==> config.mk <==
export PLATFORM = sky130hd
export DESIGN_NAME = b128to32_ser_flat
export DESIGN_NICKNAME = d
export VERILOG_FILES = /design/src/rtl/b128to32_ser_if.sv /design/src/rtl/b128to32_ser.sv /design/src/flat_wrapper.sv
export SDC_FILE = /design/constraint.sdc
export NUM_CORES = 1
export LEC_CHECK = 0
export CAP_MARGIN = 20
export CORE_MARGIN = 2
export CORE_UTILIZATION = 49
export CTS_BUF_LIST = sky130_fd_sc_hd__clkbuf_16
export DETAILED_ROUTE_END_ITERATION = 6
export HOLD_SLACK_MARGIN = 0.1
export PLACE_DENSITY_LB_ADDON = 0.15
export SLEW_MARGIN = 20
export SYNTH_ARGS = -nofsm -noshare
export SYNTH_HDL_FRONTEND = slang
export SYNTH_SLANG_ARGS = --single-unit
==> constraint.sdc <==
create_clock -name clock -period 9.25 [get_ports clock]
set_input_delay 2.775 -clock clock [delete_from_list [all_inputs] [get_ports clock]]
set_output_delay 2.775 -clock clock [all_outputs]
set_load 0.03 [all_outputs]
==> src/rtl/b128to32_ser_if.sv <==
// Purpose: bundles the 128-bit load side and 32-bit word side of b128to32_ser.
// Latency: none; this is wiring only.
// Backpressure: load/inReady on the block side, outValid/outReady on the word side.
//
// Signals:
//   load      upstream offers dataIn this cycle
//   dataIn    128-bit block, sampled only on load & inReady
//   inReady   serializer can take a block this cycle
//   dataOut   current 32-bit word (0 when outValid = 0)
//   nr        index of the word on dataOut, 0 = bits 127:96 (0 when outValid = 0)
//   outValid  dataOut / nr are valid
//   outReady  downstream takes the word; transfer = outValid & outReady
interface b128to32_ser_if;
    logic         load;
    logic [127:0] dataIn;
    logic         inReady;
    logic [31:0]  dataOut;
    logic [1:0]   nr;
    logic         outValid;
    logic         outReady;

    // master: the side that feeds blocks and consumes words
    modport master (
        output load, dataIn, outReady,
        input  inReady, dataOut, nr, outValid
    );

    // slave: the serializer itself
    modport slave (
        input  load, dataIn, outReady,
        output inReady, dataOut, nr, outValid
    );
endinterface

==> src/rtl/b128to32_ser.sv <==
// Purpose: serializes 128-bit blocks into four 32-bit words, most significant word first.
// Latency: block accepted at edge N shows word nr=0 in the cycle after edge N; 4 cycles per block.
// Backpressure: outReady=0 freezes dataOut/nr; inReady drops while the one-block pending buffer is full.
//
// Ports:
//   clock  rising-edge system clock
//   reset  asynchronous, active-high; discards the current and pending blocks
//   bus    b128to32_ser_if.slave (load/dataIn/inReady in, dataOut/nr/outValid/outReady out)
module b128to32_ser (
    input  logic                 clock,
    input  logic                 reset,
    b128to32_ser_if.slave        bus
);

    typedef enum logic {
        IDLE = 1'b0,
        SEND = 1'b1
    } state_t;

    state_t       state_q, state_d;
    logic [127:0] cur_q,   cur_d;
    logic [1:0]   cnt_q,   cnt_d;
    logic [127:0] pend_q,  pend_d;
    logic         pend_full_q, pend_full_d;

    logic load_acc;
    logic xfer;
    logic last_xfer;

    // inReady depends on registers only, so upstream sees no combinational
    // path from load or outReady.
    assign bus.inReady = ~pend_full_q;
    assign load_acc    = bus.load & ~pend_full_q;
    assign xfer        = (state_q == SEND) & bus.outReady;
    assign last_xfer   = xfer & (cnt_q == 2'd3);

    always_ff @(posedge clock or posedge reset) begin
        if (reset) begin
            state_q     <= IDLE;
            cur_q       <= '0;
            cnt_q       <= '0;
            pend_q      <= '0;
            pend_full_q <= 1'b0;
        end else begin
            state_q     <= state_d;
            cur_q       <= cur_d;
            cnt_q       <= cnt_d;
            pend_q      <= pend_d;
            pend_full_q <= pend_full_d;
        end
    end

    always_comb begin
        state_d     = state_q;
        cur_d       = cur_q;
        cnt_d       = cnt_q;
        pend_d      = pend_q;
        pend_full_d = pend_full_q;

        case (state_q)
            IDLE: begin
                if (load_acc) begin
                    cur_d   = bus.dataIn;
                    cnt_d   = 2'd0;
                    state_d = SEND;
                end
            end

            SEND: begin
                if (xfer) begin
                    if (cnt_q != 2'd3) begin
                        cnt_d = cnt_q + 2'd1;
                    end else begin
                        // Last word: refill from pend first, then from a
                        // same-cycle load, otherwise go idle. Either refill
                        // keeps outValid high so nr runs 3 -> 0 with no gap.
                        cnt_d = 2'd0;
                        if (pend_full_q) begin
                            cur_d       = pend_q;
                            pend_full_d = 1'b0;
                        end else if (load_acc) begin
                            cur_d = bus.dataIn;
                        end else begin
                            state_d = IDLE;
                        end
                    end
                end

                // A load that was not consumed directly by the last-word
                // refill parks in pend. load_acc already implies pend is
                // empty, so nothing is overwritten.
                if (load_acc && !last_xfer) begin
                    pend_d      = bus.dataIn;
                    pend_full_d = 1'b1;
                end
            end

            default: begin
                state_d = IDLE;
            end
        endcase
    end

    // Word select; outputs are forced to zero outside SEND.
    always_comb begin
        bus.dataOut  = 32'd0;
        bus.nr       = 2'd0;
        bus.outValid = 1'b0;
        if (state_q == SEND) begin
            bus.outValid = 1'b1;
            bus.nr       = cnt_q;
            case (cnt_q)
                2'd0:    bus.dataOut = cur_q[127:96];
                2'd1:    bus.dataOut = cur_q[95:64];
                2'd2:    bus.dataOut = cur_q[63:32];
                default: bus.dataOut = cur_q[31:0];
            endcase
        end
    end

endmodule

==> src/flat_wrapper.sv <==
// flat-port wrapper written by rule: the top's interface ports become plain ports
module b128to32_ser_flat 
  (clock, reset, bus_load, bus_dataIn, bus_outReady, bus_inReady, bus_dataOut, bus_nr, bus_outValid);
  b128to32_ser_if bus_i ();
  input  logic clock;
  input  logic reset;
  input wire logic [$bits(bus_i.load)-1:0] bus_load;
  input wire logic [$bits(bus_i.dataIn)-1:0] bus_dataIn;
  input wire logic [$bits(bus_i.outReady)-1:0] bus_outReady;
  output wire logic [$bits(bus_i.inReady)-1:0] bus_inReady;
  output wire logic [$bits(bus_i.dataOut)-1:0] bus_dataOut;
  output wire logic [$bits(bus_i.nr)-1:0] bus_nr;
  output wire logic [$bits(bus_i.outValid)-1:0] bus_outValid;
  assign bus_i.load = bus_load;
  assign bus_i.dataIn = bus_dataIn;
  assign bus_i.outReady = bus_outReady;
  assign bus_inReady = bus_i.inReady;
  assign bus_dataOut = bus_i.dataOut;
  assign bus_nr = bus_i.nr;
  assign bus_outValid = bus_i.outValid;
  b128to32_ser u_core (.clock(clock), .reset(reset), .bus(bus_i));
endmodule
# Word-level counts from Yosys, hierarchy flattened
# Cells that the tools add are included.
# op_classes
addsub	1
eq_ne	8
muxes	21
bitwise	5
reduce_logical	8
# ops
operator	count
two-way mux 128 bit	4
one-hot mux 128 bit (2 select lines)	1
one-hot mux 32 bit (3 select lines)	1
two-way mux 32 bit	1
two-way mux 1 bit	8
two-way mux 2 bit	4
inequality test 2 bit (second input constant)	4
AND reduction 2 bit	3
== test 2 bit (second input constant)	2
one-hot mux 2 bit (2 select lines)	1
bitwise AND 1 bit	3
AND reduction 3 bit	1
adder 2 x 1 -> 2 bit (second input constant)	1
== test 2 x 1 -> 1 bit (second input constant)	1
zero test 2 bit	1
inequality test 2 x 1 -> 1 bit (second input constant)	1
NOT 1 bit	2
one-hot mux 1 bit (2 select lines)	1
nonzero test 2 bit	1
logical AND 1 bit	1
zero test 1 bit	1
# word_totals
reg_bits	260
output_inout_bits	36
wordCells	48

# Longest topological paths before layout
# Gate-level depths: netlist (run 1).
# depth
depth_word	7
mapped_depth	6
mapped_depth_nobuf	5

# Worst setup path after synthesis (run 1)
# Ideal clock, no wire load.
# synth_path
path_type	register to output
startpoint	register u_core.state_q
endpoint	output bus_dataOut[16]
arrival_time_ns	1.698
required_time_ns	6.475
slack_ns	4.777
stages_incl_launch_ff	5
cell_sequence	dfrtp_1 clkbuf_1 clkbuf_1 o21ai_0 a21oi_1
# synth_via
elab_chain_len	1
# synth_lines
element	line_no	rtl
from (decl)	b128to32_ser.sv:20	state_t state_q, state_d;
from (signal assigned)	b128to32_ser.sv:45	state_q <= state_d;
two-way mux 32 bit	b128to32_ser.sv:109	if (state_q == SEND) begin
to (decl)	flat_wrapper.sv:11	output wire logic [$bits(bus_i.dataOut)-1:0] bus_dataOut;
# No other way between the ends.

# Worst setup path after layout (run 1)
# layout_path
startpoint	register u_core.cnt_q[0]
endpoint	output bus_dataOut[27]
# layout_via
elab_chain_len	3
elab_cells_between_ends	5
classes_between	2 x eq/ne; 2 x mux; 1 x reduce/logical
# layout_lines
element	line_no	rtl
from (decl)	b128to32_ser.sv:22	logic [1:0] cnt_q, cnt_d;
from (signal assigned)	b128to32_ser.sv:47	cnt_q <= cnt_d;
== test 2 bit, or another cell as far along	b128to32_ser.sv:112	case (cnt_q)
one-hot mux 32 bit (3 select lines) (*)	b128to32_ser.sv:112	
two-way mux 32 bit (*)	b128to32_ser.sv:109	
# Every way passes the cells marked *; elsewhere a longest branch is shown, timed or not.

==> impl_results.md, run 1 <==
- Average wire per standard cell: 24.10 um
- Most used DFF post-synth: sky130_fd_sc_hd__dfrtp_1
- Clock transition at path regs: 0.06 ns
- Y dimension of the die: 158.8 um
- Unrepaired setup endpoints after global routing: no
- DR vias: 8,078
- # setup viols final: 0
- Vias in the first global route: 8,344
- Standard-cell row count: 56
- Setup slack of the most critical reg-to-reg path: 6.48 ns
- Startpoint class of the critical path: register
- # clock sinks: 260
- Power per cell area: 421.4 nW/um^2
- Routed Wire Length: 31,910 um
- Total overflow reported by the global router: 0
- Number of pins exceeding their max-slew limit in the final report: 0
- Worst voltage drop across the vdd grid: 0.3943 mV
- Core area: 23,470 sq um
- Nets in the synthesized netlist: 993
- Number of input and output port buffers inserted: 167
- Endpoint type of the worst setup path: output port
- Total number of H-tree levels: 1
- Synthesis-to-layout area growth: 20.91%
- Number of top-level design ports: 168
- Clock tree from TritonCTS: built
- Most frequent cells after synthesis: sky130_fd_sc_hd__dfrtp_1, sky130_fd_sc_hd__o22ai_1, sky130_fd_sc_hd__a2bb2oi_1
- Slew at the pin closest to its max-slew limit: 0.9277 ns
- Accumulated negative setup slack: 0 ns
- Area of all sequential standard cells: 6506 sq um
- EDFF count, synth: 0
- DRT Pass-1 Iters: 6
- Seq/Total Area, Yosys: 55.43%
- Number of buffers on the longest clock path: 3
- Synthesized instance count: 857
- Place WS: 3.885 ns
- Min Clock Period, post-route: 5.939 ns
- Max-cap check violation count: 0
- Fraction of layout instances using a drive strength above 1: 18.06%
- Clock Skews: 0.01013 ns
- Largest net degree at the start of global routing: 150
- Final hold viol count: 0
- X dimension of the die: 158.8 um
- CP arrival: 3.16 ns
- Initial standard-cell utilization of the core: 50.01%
- Post-CTS repair timing setup buffer count: 0
- Total number of yosys warnings: 0
- Total Nets Final: 1,118
- Multi-input combinational cell area: 4577 sq um
- Library cell occupying the most area in the post-synthesis netlist: sky130_fd_sc_hd__dfrtp_1
- Largest fanout on the critical path: 64
- Hpwl dp: 19,820 um
- WP data required: 6.48 ns
- Number of violations reported at the end of detailed-routing iteration 0: 725
- Number of flip-flops and latches in the synthesized netlist: 260
- Die footprint: 25,210 sq um
- Max transition margin: 38.15%
- Pwr Total: 5.980 mW
- PnR worst setup slack: 3.311 ns
- Timing-limited maximum frequency: 168.4 MHz
- Initial antenna violation count: 3
- Path class of the lowest-slack min-delay path: reg -> reg
- Total global-route track usage: 25.53%
- Via-to-Cell Ratio: 6.101
- Run status: complete, no violations
- Root Buffer: sky130_fd_sc_hd__clkbuf_16
- Wire length of the first global-routing pass: 50,760 um
- Area share of the leading cell type in the synthesized netlist: 55.43%
- Post-synthesis instance area: 11,740 sq um
- Synth unique cells: 29
- Mean area per synthesized cell: 13.70 sq um
- Top-count cell post-synth: sky130_fd_sc_hd__dfrtp_1
- Latest clock arrival within the worst-skew pair: 0.54 ns
- Resize count post-CTS: 0
- Category of the most critical setup path: reg -> out
- Cell types with the largest area share after synthesis: sky130_fd_sc_hd__dfrtp_1, sky130_fd_sc_hd__mux2_4, sky130_fd_sc_hd__a2bb2oi_1
- Post-route ant nets: 0
- Synth async-reset ratio: 100.0%
- Number of hold buffers added after CTS: 0
- Number of fill cells in the layout: 1,918
- Number of buffers created by CTS: 29
- GP Congestion: 0.8915
- Remaining routing DRC violations: 0
- Lkg Pwr: 5.889 nW
- Tcrit/Tclk final: 64.20%
## through the flow
step	area, sq um	utilization (%)	instances	hold slack (ns)
after floorplan	11740	-	857	0.4585
after global placement	13310	56.70	1269	0.4672
after detailed placement	13310	56.70	1269	0.4765
after CTS	14160	60.31	1320	0.4888
after global routing	14190	60.45	1323	0.4995
final	14190	60.46	1324	0.4851
## final timing paths
kind | startpoint | to | cells past startpoint
max in group asynchronous | reset | u_core.cur_q[33] | 3
setup / recovery | u_core.cnt_q[0] | bus_dataOut[27] | 5
hold / removal | u_core.pend_q[11] | u_core.pend_q[11] | 1
min in group asynchronous | reset | u_core.pend_q[105] | 2
hold reg to reg | u_core.pend_q[11] | u_core.pend_q[11] | 1
setup reg to reg | u_core.state_q | u_core.cur_q[41] | 5
## cell families after synthesis
logic type,share of synthesized area [%]
multiplexers,15.57
adder cells (fa/ha/maj),0.4264
buffers and inverters,5.767
AO/OA/AOI/OAI,22.19
flip-flops,55.43
AND/OR/NAND/NOR,0.6076
## power breakdown
group	internal, mW	switching, mW
clock	0.591	0.457
combinational	1.40	1.35
sequential	1.73	0.454
total	3.72	2.26
## sequential cells by signal (all words and copies together), names as in the netlist
name,count
u_core.cur_q,128
u_core.pend_full_q,1
u_core.pend_q,128
u_core.cnt_q,2
u_core.state_q,1
## worst max-delay path: stages, from the launching register on
cell and delay, ns:
sky130_fd_sc_hd__dfrtp_1 0.44, sky130_fd_sc_hd__ha_1 0.31, sky130_fd_sc_hd__inv_2 0.69, sky130_fd_sc_hd__o21ai_0 0.25, sky130_fd_sc_hd__a21oi_1 0.22, sky130_fd_sc_hd__clkdlybuf4s50_1 0.70
## final cells by class
| class | count | share of cell area, % |
|---|---|---|
| timing repair buffer | 184 | 12.91 |
| tap | 319 | 2.812 |
| clock buffer | 29 | 5.113 |
| clock inverter | 22 | 0.8640 |
| sequential | 260 | 45.84 |
| inverter | 5 | 0.1587 |
| multi-input combinational | 502 | 32.25 |
| antenna | 3 | 0.05290 |
## cells in the final DEF (no fill, tap or decap), types with 4 or more instances in the layout
master,synthesis,routed
sky130_fd_sc_hd__clkinv_2,0,5
sky130_fd_sc_hd__ha_1,4,4
sky130_fd_sc_hd__a2bb2oi_1,127,127
sky130_fd_sc_hd__clkinv_1,1,9
sky130_fd_sc_hd__mux2_2,19,19
sky130_fd_sc_hd__buf_4,4,15
sky130_fd_sc_hd__o21ai_0,33,33
sky130_fd_sc_hd__clkdlybuf4s50_1,0,167
sky130_fd_sc_hd__mux2_4,100,100
sky130_fd_sc_hd__a222oi_1,32,32
sky130_fd_sc_hd__inv_1,4,8
sky130_fd_sc_hd__clkbuf_16,0,29
sky130_fd_sc_hd__a21oi_1,32,32
sky130_fd_sc_hd__nand2_1,6,4
sky130_fd_sc_hd__o22ai_1,128,128
sky130_fd_sc_hd__mux2_1,10,10
sky130_fd_sc_hd__dfrtp_1,260,260
## per-layer routing
| layer | part of all wire, % | wire length (um) | track usage (%) | vias up |
|---|---|---|---|---|
| met5 | 0 | 0 | 0 | - |
| met4 | 1.7 | 550 | 6.214 | 0 |
| met3 | 9.9 | 3155 | 8.386 | 32 |
| met2 | 39 | 12470 | 32.55 | 321 |
| met1 | 49 | 15730 | 41.06 | 4075 |
| li1 | - | - | - | 3650 |
Power figures use the tool's default switching activity.
==> inputs of run 2 (changes only) <==
- CORE_UTILIZATION: 49 -> 55
- clock period: 9.25 -> 5.5 ns (I/O delays scaled with it)
==> run 2 against run 1 <==
Hold slack improved by 0.0019 ns. Total power increased by 65%. Register-to-register slack got worse by 4.1 ns. Count of clock-buffer cells in the layout is 2 lower. Die area is 11% lower. Combinational power up 71%. Sequential cell count is the same.
==> impl_results.md, run 2 (synthesis gave the netlist of run 1 again) <==
- Cell family with the largest share of critical-path delay: buffers and inverters
- Number of buffers on the longest clock path: 3
- Clock transition at path regs: 0.06 ns
- Max-cap check violation count: 0
- Count of buffering cells on the critical path with inverters included: 3
- Initial antenna violation count: 1
- Total number of H-tree levels: 1
- X dimension of the die: 150.1 um
- Y dimension of the die: 150.1 um
- Cell-by-cell trace of the critical path: inv_1 > ha_1 > buf_4 > a222oi_1 > a21oi_1 > clkdlybuf4s50_1
- DR vias: 8,106
- Total Nets Final: 1,114
- Most used cells in the layout excluding fill and tap cells: sky130_fd_sc_hd__dfrtp_1, sky130_fd_sc_hd__clkdlybuf4s50_1, sky130_fd_sc_hd__o22ai_1
- Vias in the first global route: 8,089
- Largest fanout on the critical path: 22
- Unrepaired setup endpoints after global routing: no
- Worst voltage drop across the vdd grid: 0.5177 mV
- Lkg Pwr: 5.864 nW
- Root Buffer: sky130_fd_sc_hd__clkbuf_16
- Largest net degree at the start of global routing: 176
- Pwr Total: 9.889 mW
- Min Clock Period, post-route: 4.986 ns
- Number of pins exceeding their max-slew limit in the final report: 0
- # clock sinks: 260
- Slew at the pin closest to its max-slew limit: 1.019 ns
- Largest registers: u_core.cur_q x128, u_core.pend_q x128, u_core.cnt_q x2
- Hpwl dp: 17,480 um
- Endpoint type of the worst setup path: output port
- Startpoint class of the critical path: register
- Tcrit/Tclk final: 90.66%
- Fraction of layout instances using a drive strength above 1: 17.79%
- Number of top-level design ports: 168
- Path class of the lowest-slack min-delay path: reg -> reg
- Timing-limited maximum frequency: 200.6 MHz
- Total overflow reported by the global router: 0
- Antenna fix cells: 0
- Slowest cell on crit path: sky130_fd_sc_hd__ha_1
- Category of the most critical setup path: reg -> out
- Clock Skews: 0.01171 ns
- Power per cell area: 703.5 nW/um^2
- Core area: 20,960 sq um
- Latest clock arrival within the worst-skew pair: 0.52 ns
- Final hold viol count: 0
- Hold slack: 0.4870 ns
- Post-route ant nets: 0
- # setup viols final: 0
- Remaining routing DRC violations: 0
- Wire length of the first global-routing pass: 46,350 um
- Place WS: 1.100 ns
- Accumulated negative setup slack: 0 ns
- Synthesis-to-layout area growth: 19.76%
- PnR worst setup slack: 0.5137 ns
- Standard-cell row count: 53
- Final Instance Area: 14,060 sq um
- Number of fill cells in the layout: 1,575
- Initial standard-cell utilization of the core: 56.01%
- Clock tree from TritonCTS: built
- Resize count post-CTS: 0
- DRT Pass-1 Iters: 6
- Average wire per standard cell: 23.09 um
- Number of input and output port buffers inserted: 167
- Run status: complete, no violations
- Number of hold buffers added after CTS: 0
- GP Congestion: 0.8615
- WP data required: 3.85 ns
- Post-CTS repair timing setup buffer count: 0
- Die footprint: 22,530 sq um
- CP arrival: 3.34 ns
- Most frequent standard cell in the layout excluding fill and tap cells: sky130_fd_sc_hd__dfrtp_1
- Via-to-Cell Ratio: 6.383
- Max transition margin: 32.09%
- Routed Wire Length: 29,330 um
- Post-DP Area: 13,270 sq um
- Number of buffers created by CTS: 27
- Delay of the slowest cell on the worst path: 0.84 ns
- Total global-route track usage: 26.20%
- Number of violations reported at the end of detailed-routing iteration 0: 879
run 2: path summary, 6_finish.rpt:
check,slack (ns),cells past startpoint,endpoint,startpoint
worst max-delay path,0.51,6,bus_dataOut[17],u_core.cnt_q[1]
worst min-delay path,0.49,1,u_core.pend_q[12],u_core.pend_q[12]
worst max register to register,2.38,5,u_core.cur_q[74],u_core.state_q
worst min register to register,0.49,1,u_core.pend_q[12],u_core.pend_q[12]
max in group asynchronous,3.00,3,u_core.cur_q[14],reset
min in group asynchronous,1.72,3,u_core.pend_q[105],reset
run 2: layout make-up:
cell class	count	area, sq um	share of cell area (%)
sequential	260	6506	46.28
multi-input combinational	502	4577	32.56
timing repair buffer	182	1826	12.99
clock buffer	27	675.6	4.806
tap	275	344.1	2.448
clock inverter	19	106.4	0.7566
inverter	5	22.52	0.1602
run 2: per-stage QoR:
step / std cells / util, %
floorplan: 857 / -
global placement: 1224 / 63.33
detailed placement: 1224 / 63.33
CTS: 1270 / 67.06
global route: 1270 / 67.08
finish: 1270 / 67.08
run 2: worst register-to-register path, delay by kind of cell (launching register included):
family	cells	cell delay, ns
AO/OA/AOI/OAI	2	0.65
buffers and inverters	2	0.88
AND/OR/NAND/NOR	1	0.49
flip-flops	1	1.01
run 2: per-layer routing:
| metal | track usage (%) | vias to the layer above | routed length (um) | share of wire [%] |
|---|---|---|---|---|
| li1 | - | 3627 | - | - |
| met1 | 42.15 | 4132 | 13910 | 47 |
| met2 | 36.37 | 300 | 12520 | 43 |
| met3 | 5.396 | 45 | 2383 | 8.1 |
| met4 | 5.991 | 2 | 508 | 1.7 |
| met5 | 0 | - | 13 | 0.044 |
run 2: where the power goes:
part / leakage [nW] / internal [mW] / switching, mW / total (mW)
logic: 2.43 / 2.37 / 2.32 / 4.69
clock network: 0.418 / 0.929 / 0.725 / 1.65
registers: 3.01 / 2.91 / 0.638 / 3.55
==> inputs of run 3 (changes only) <==
- RECOVER_POWER: unset -> 25
==> run 3 against run 2 <==
The flow now finishes with violations (capacitance limit, slew limit). Sequential share of layout area up 0.070 points. Combinational power is essentially flat. Wire length is 0.19% lower. Critical path type unchanged. Largest power group unchanged. Highest routed layer unchanged.
==> impl_results.md, run 3 (synthesis gave the netlist of run 1 again) <==
- Internal: 6.203 mW
- Final Instance Area: 14,040 sq um
- Timing-limited maximum frequency: 200.3 MHz
- Average wire per standard cell: 23.05 um
- Comb power frac: 47.4%
- Standard-cell row count: 53
- Number of violations reported at the end of detailed-routing iteration 0: 830
- Power per cell area: 704.6 nW/um^2
- Min Clock Period, post-route: 4.993 ns
- WP data required: 3.85 ns
- Latest clock arrival within the worst-skew pair: 0.52 ns
- Proportion of total power due to net switching: 37.27%
- Path class of the lowest-slack min-delay path: reg -> reg
- Startpoint class of the critical path: register
- Synthesis-to-layout area growth: 19.58%
- Resize count post-CTS: 0
- Category of the most critical setup path: reg -> out
- Most used routing layer: met1
- Portion of total power attributed to sequential cells: 35.9%
- Run status: finished, violations left
- Clk pwr share: 16.7%
- Endpoint type of the worst setup path: output port
- Most used cells in the layout excluding fill and tap cells: sky130_fd_sc_hd__dfrtp_1, sky130_fd_sc_hd__clkdlybuf4s50_1, sky130_fd_sc_hd__o22ai_1
- Utilization after layout: 66.98%
- Via-to-Cell Ratio: 6.402
- GR Util met3: 5.396%
- Met2 routing resource usage after global routing: 36.37%
- Largest net degree at the start of global routing: 176
- Slew at the pin closest to its max-slew limit: 2.360 ns
- Failing checks: capacitance limit, slew limit
- Unrepaired setup endpoints after global routing: no
- Delay of the slowest cell on the worst path: 0.83 ns
- Initial standard-cell utilization of the core: 56.01%
- Number of top-level design ports: 168
- Cell-by-cell trace of the critical path: inv_1 > ha_1 > buf_4 > a222oi_1 > a21oi_1 > clkdlybuf4s50_1
- Fraction of layout instances using a drive strength above 1: 17.79%
- Clock transition at path regs: 0.06 ns
- Antenna fix cells: 0
- Count of buffering cells on the critical path with inverters included: 3
- Sw Pwr: 3.686 mW
- Number of fill cells in the layout: 1,578
- Wire length of the first global-routing pass: 46,350 um
- Clock tree from TritonCTS: built
- Number of hold buffers added after CTS: 0
- Final hold viol count: 0
- Cell family with the largest share of critical-path delay: buffers and inverters
- Tcrit/Tclk final: 90.78%
- DRT Pass-1 Iters: 5
- Total number of H-tree levels: 1
- DR vias: 8,130
- CP arrival: 3.34 ns
- Largest fanout on the critical path: 22
- Total Nets Final: 1,114
- Post-CTS repair timing setup buffer count: 0
- Routed Wire Length: 29,280 um
- Hpwl dp: 17,480 um
- Root Buffer: sky130_fd_sc_hd__clkbuf_16
- X dimension of the die: 150.1 um
- PnR worst setup slack: 0.5070 ns
- # clock sinks: 260
- Met1 usage in global routing: 42.15%
- Clock Skews: 0.009987 ns
- Most frequent standard cell in the layout excluding fill and tap cells: sky130_fd_sc_hd__dfrtp_1
- Worst voltage drop across the vdd grid: 0.5188 mV
- Post-DP Area: 13,270 sq um
- Remaining routing DRC violations: 0
- Die footprint: 22,530 sq um
- Max-cap check violation count: 2
- Y dimension of the die: 150.1 um
- Lkg Pwr: 5.858 nW
- Max transition margin: -57.33%
- Core area: 20,960 sq um
- Slowest cell on crit path: sky130_fd_sc_hd__ha_1
- Number of pins exceeding their max-slew limit in the final report: 262
- Number of input and output port buffers inserted: 167
- Total overflow reported by the global router: 0
- Place WS: 1.100 ns
- Number of buffers created by CTS: 27
- Number of buffers on the longest clock path: 3
- # setup viols final: 0
- Vias in the first global route: 8,089
- Initial antenna violation count: 1
- Largest registers: u_core.cur_q x128, u_core.pend_q x128, u_core.cnt_q x2
- Post-route ant nets: 0
- Hold slack: 0.4874 ns
- Accumulated negative setup slack: 0 ns
- Total global-route track usage: 26.20%
- GP Congestion: 0.8615
run 3: cell types whose count changed in the layout (fill, tap and decap cells not counted):
cell | previous run | this run
sky130_fd_sc_hd__buf_12 | 3 | 2
sky130_fd_sc_hd__buf_6 | 1 | 0
sky130_fd_sc_hd__clkbuf_2 | 0 | 1
sky130_fd_sc_hd__clkbuf_4 | 0 | 1
sky130_fd_sc_hd__clkdlybuf4s50_1 | 167 | 165
sky130_fd_sc_hd__clkinvlp_2 | 0 | 1
sky130_fd_sc_hd__clkinvlp_4 | 1 | 0
sky130_fd_sc_hd__dlygate4sd3_1 | 0 | 2
run 3: cell type report:
class	count	area (sq um)	share of cell area (%)
Tap cell	275	344.1	2.451
Inverter	5	20.02	0.1426
Clock inverter	19	106.4	0.7577
Timing Repair Buffer	182	1807	12.87
Clock buffer	27	675.6	4.814
Multi-Input combinational cell	502	4577	32.61
Sequential cell	260	6506	46.35
run 3: layer usage:
layer	wire length, um	vias to the layer above
met5	13	-
met4	455	2
met3	2271	37
met2	12680	305
met1	13860	4159
li1	-	3627
run 3: final timing paths:
kind                                    from                 end  slack (ns)  cells after the start
min                        u_core.pend_q[12]   u_core.pend_q[12]        0.49                      1
max in group asynchronous              reset  u_core.pend_q[117]        1.54                      3
min reg2reg                u_core.pend_q[12]   u_core.pend_q[12]        0.49                      1
min in group asynchronous              reset   u_core.pend_q[36]        2.38                      3
max reg2reg                   u_core.state_q    u_core.cur_q[74]        2.38                      5
max                          u_core.cnt_q[1]     bus_dataOut[17]        0.51                      6
run 3: per-stage QoR:
step / power [mW] / cells
final: 9.890 / 1270
after detailed placement: 8.175 / 1224
after global placement: 8.111 / 1224
after global routing: 10.40 / 1270
after floorplan: 6.843 / 857
after CTS: 9.889 / 1270
run 3: worst reg2reg max path, cell delays in order, from the launching register on:
cell                        delay [ns]
sky130_fd_sc_hd__dfrtp_1          1.01
sky130_fd_sc_hd__buf_4            0.35
sky130_fd_sc_hd__nand2_4          0.50
sky130_fd_sc_hd__a22oi_2          0.39
sky130_fd_sc_hd__buf_4            0.53
sky130_fd_sc_hd__a2bb2oi_1        0.26
run 3: power groups by stage:
stage | Sequential (mW) | Clock, mW | Combinational (mW)
floorplan | 3.31 | 0 | 3.54
global placement | 3.50 | 0 | 4.61
detailed placement | 3.50 | 0 | 4.68
CTS | 3.52 | 1.68 | 4.69
global route | 3.64 | 1.76 | 5.00
finish | 3.55 | 1.65 | 4.69
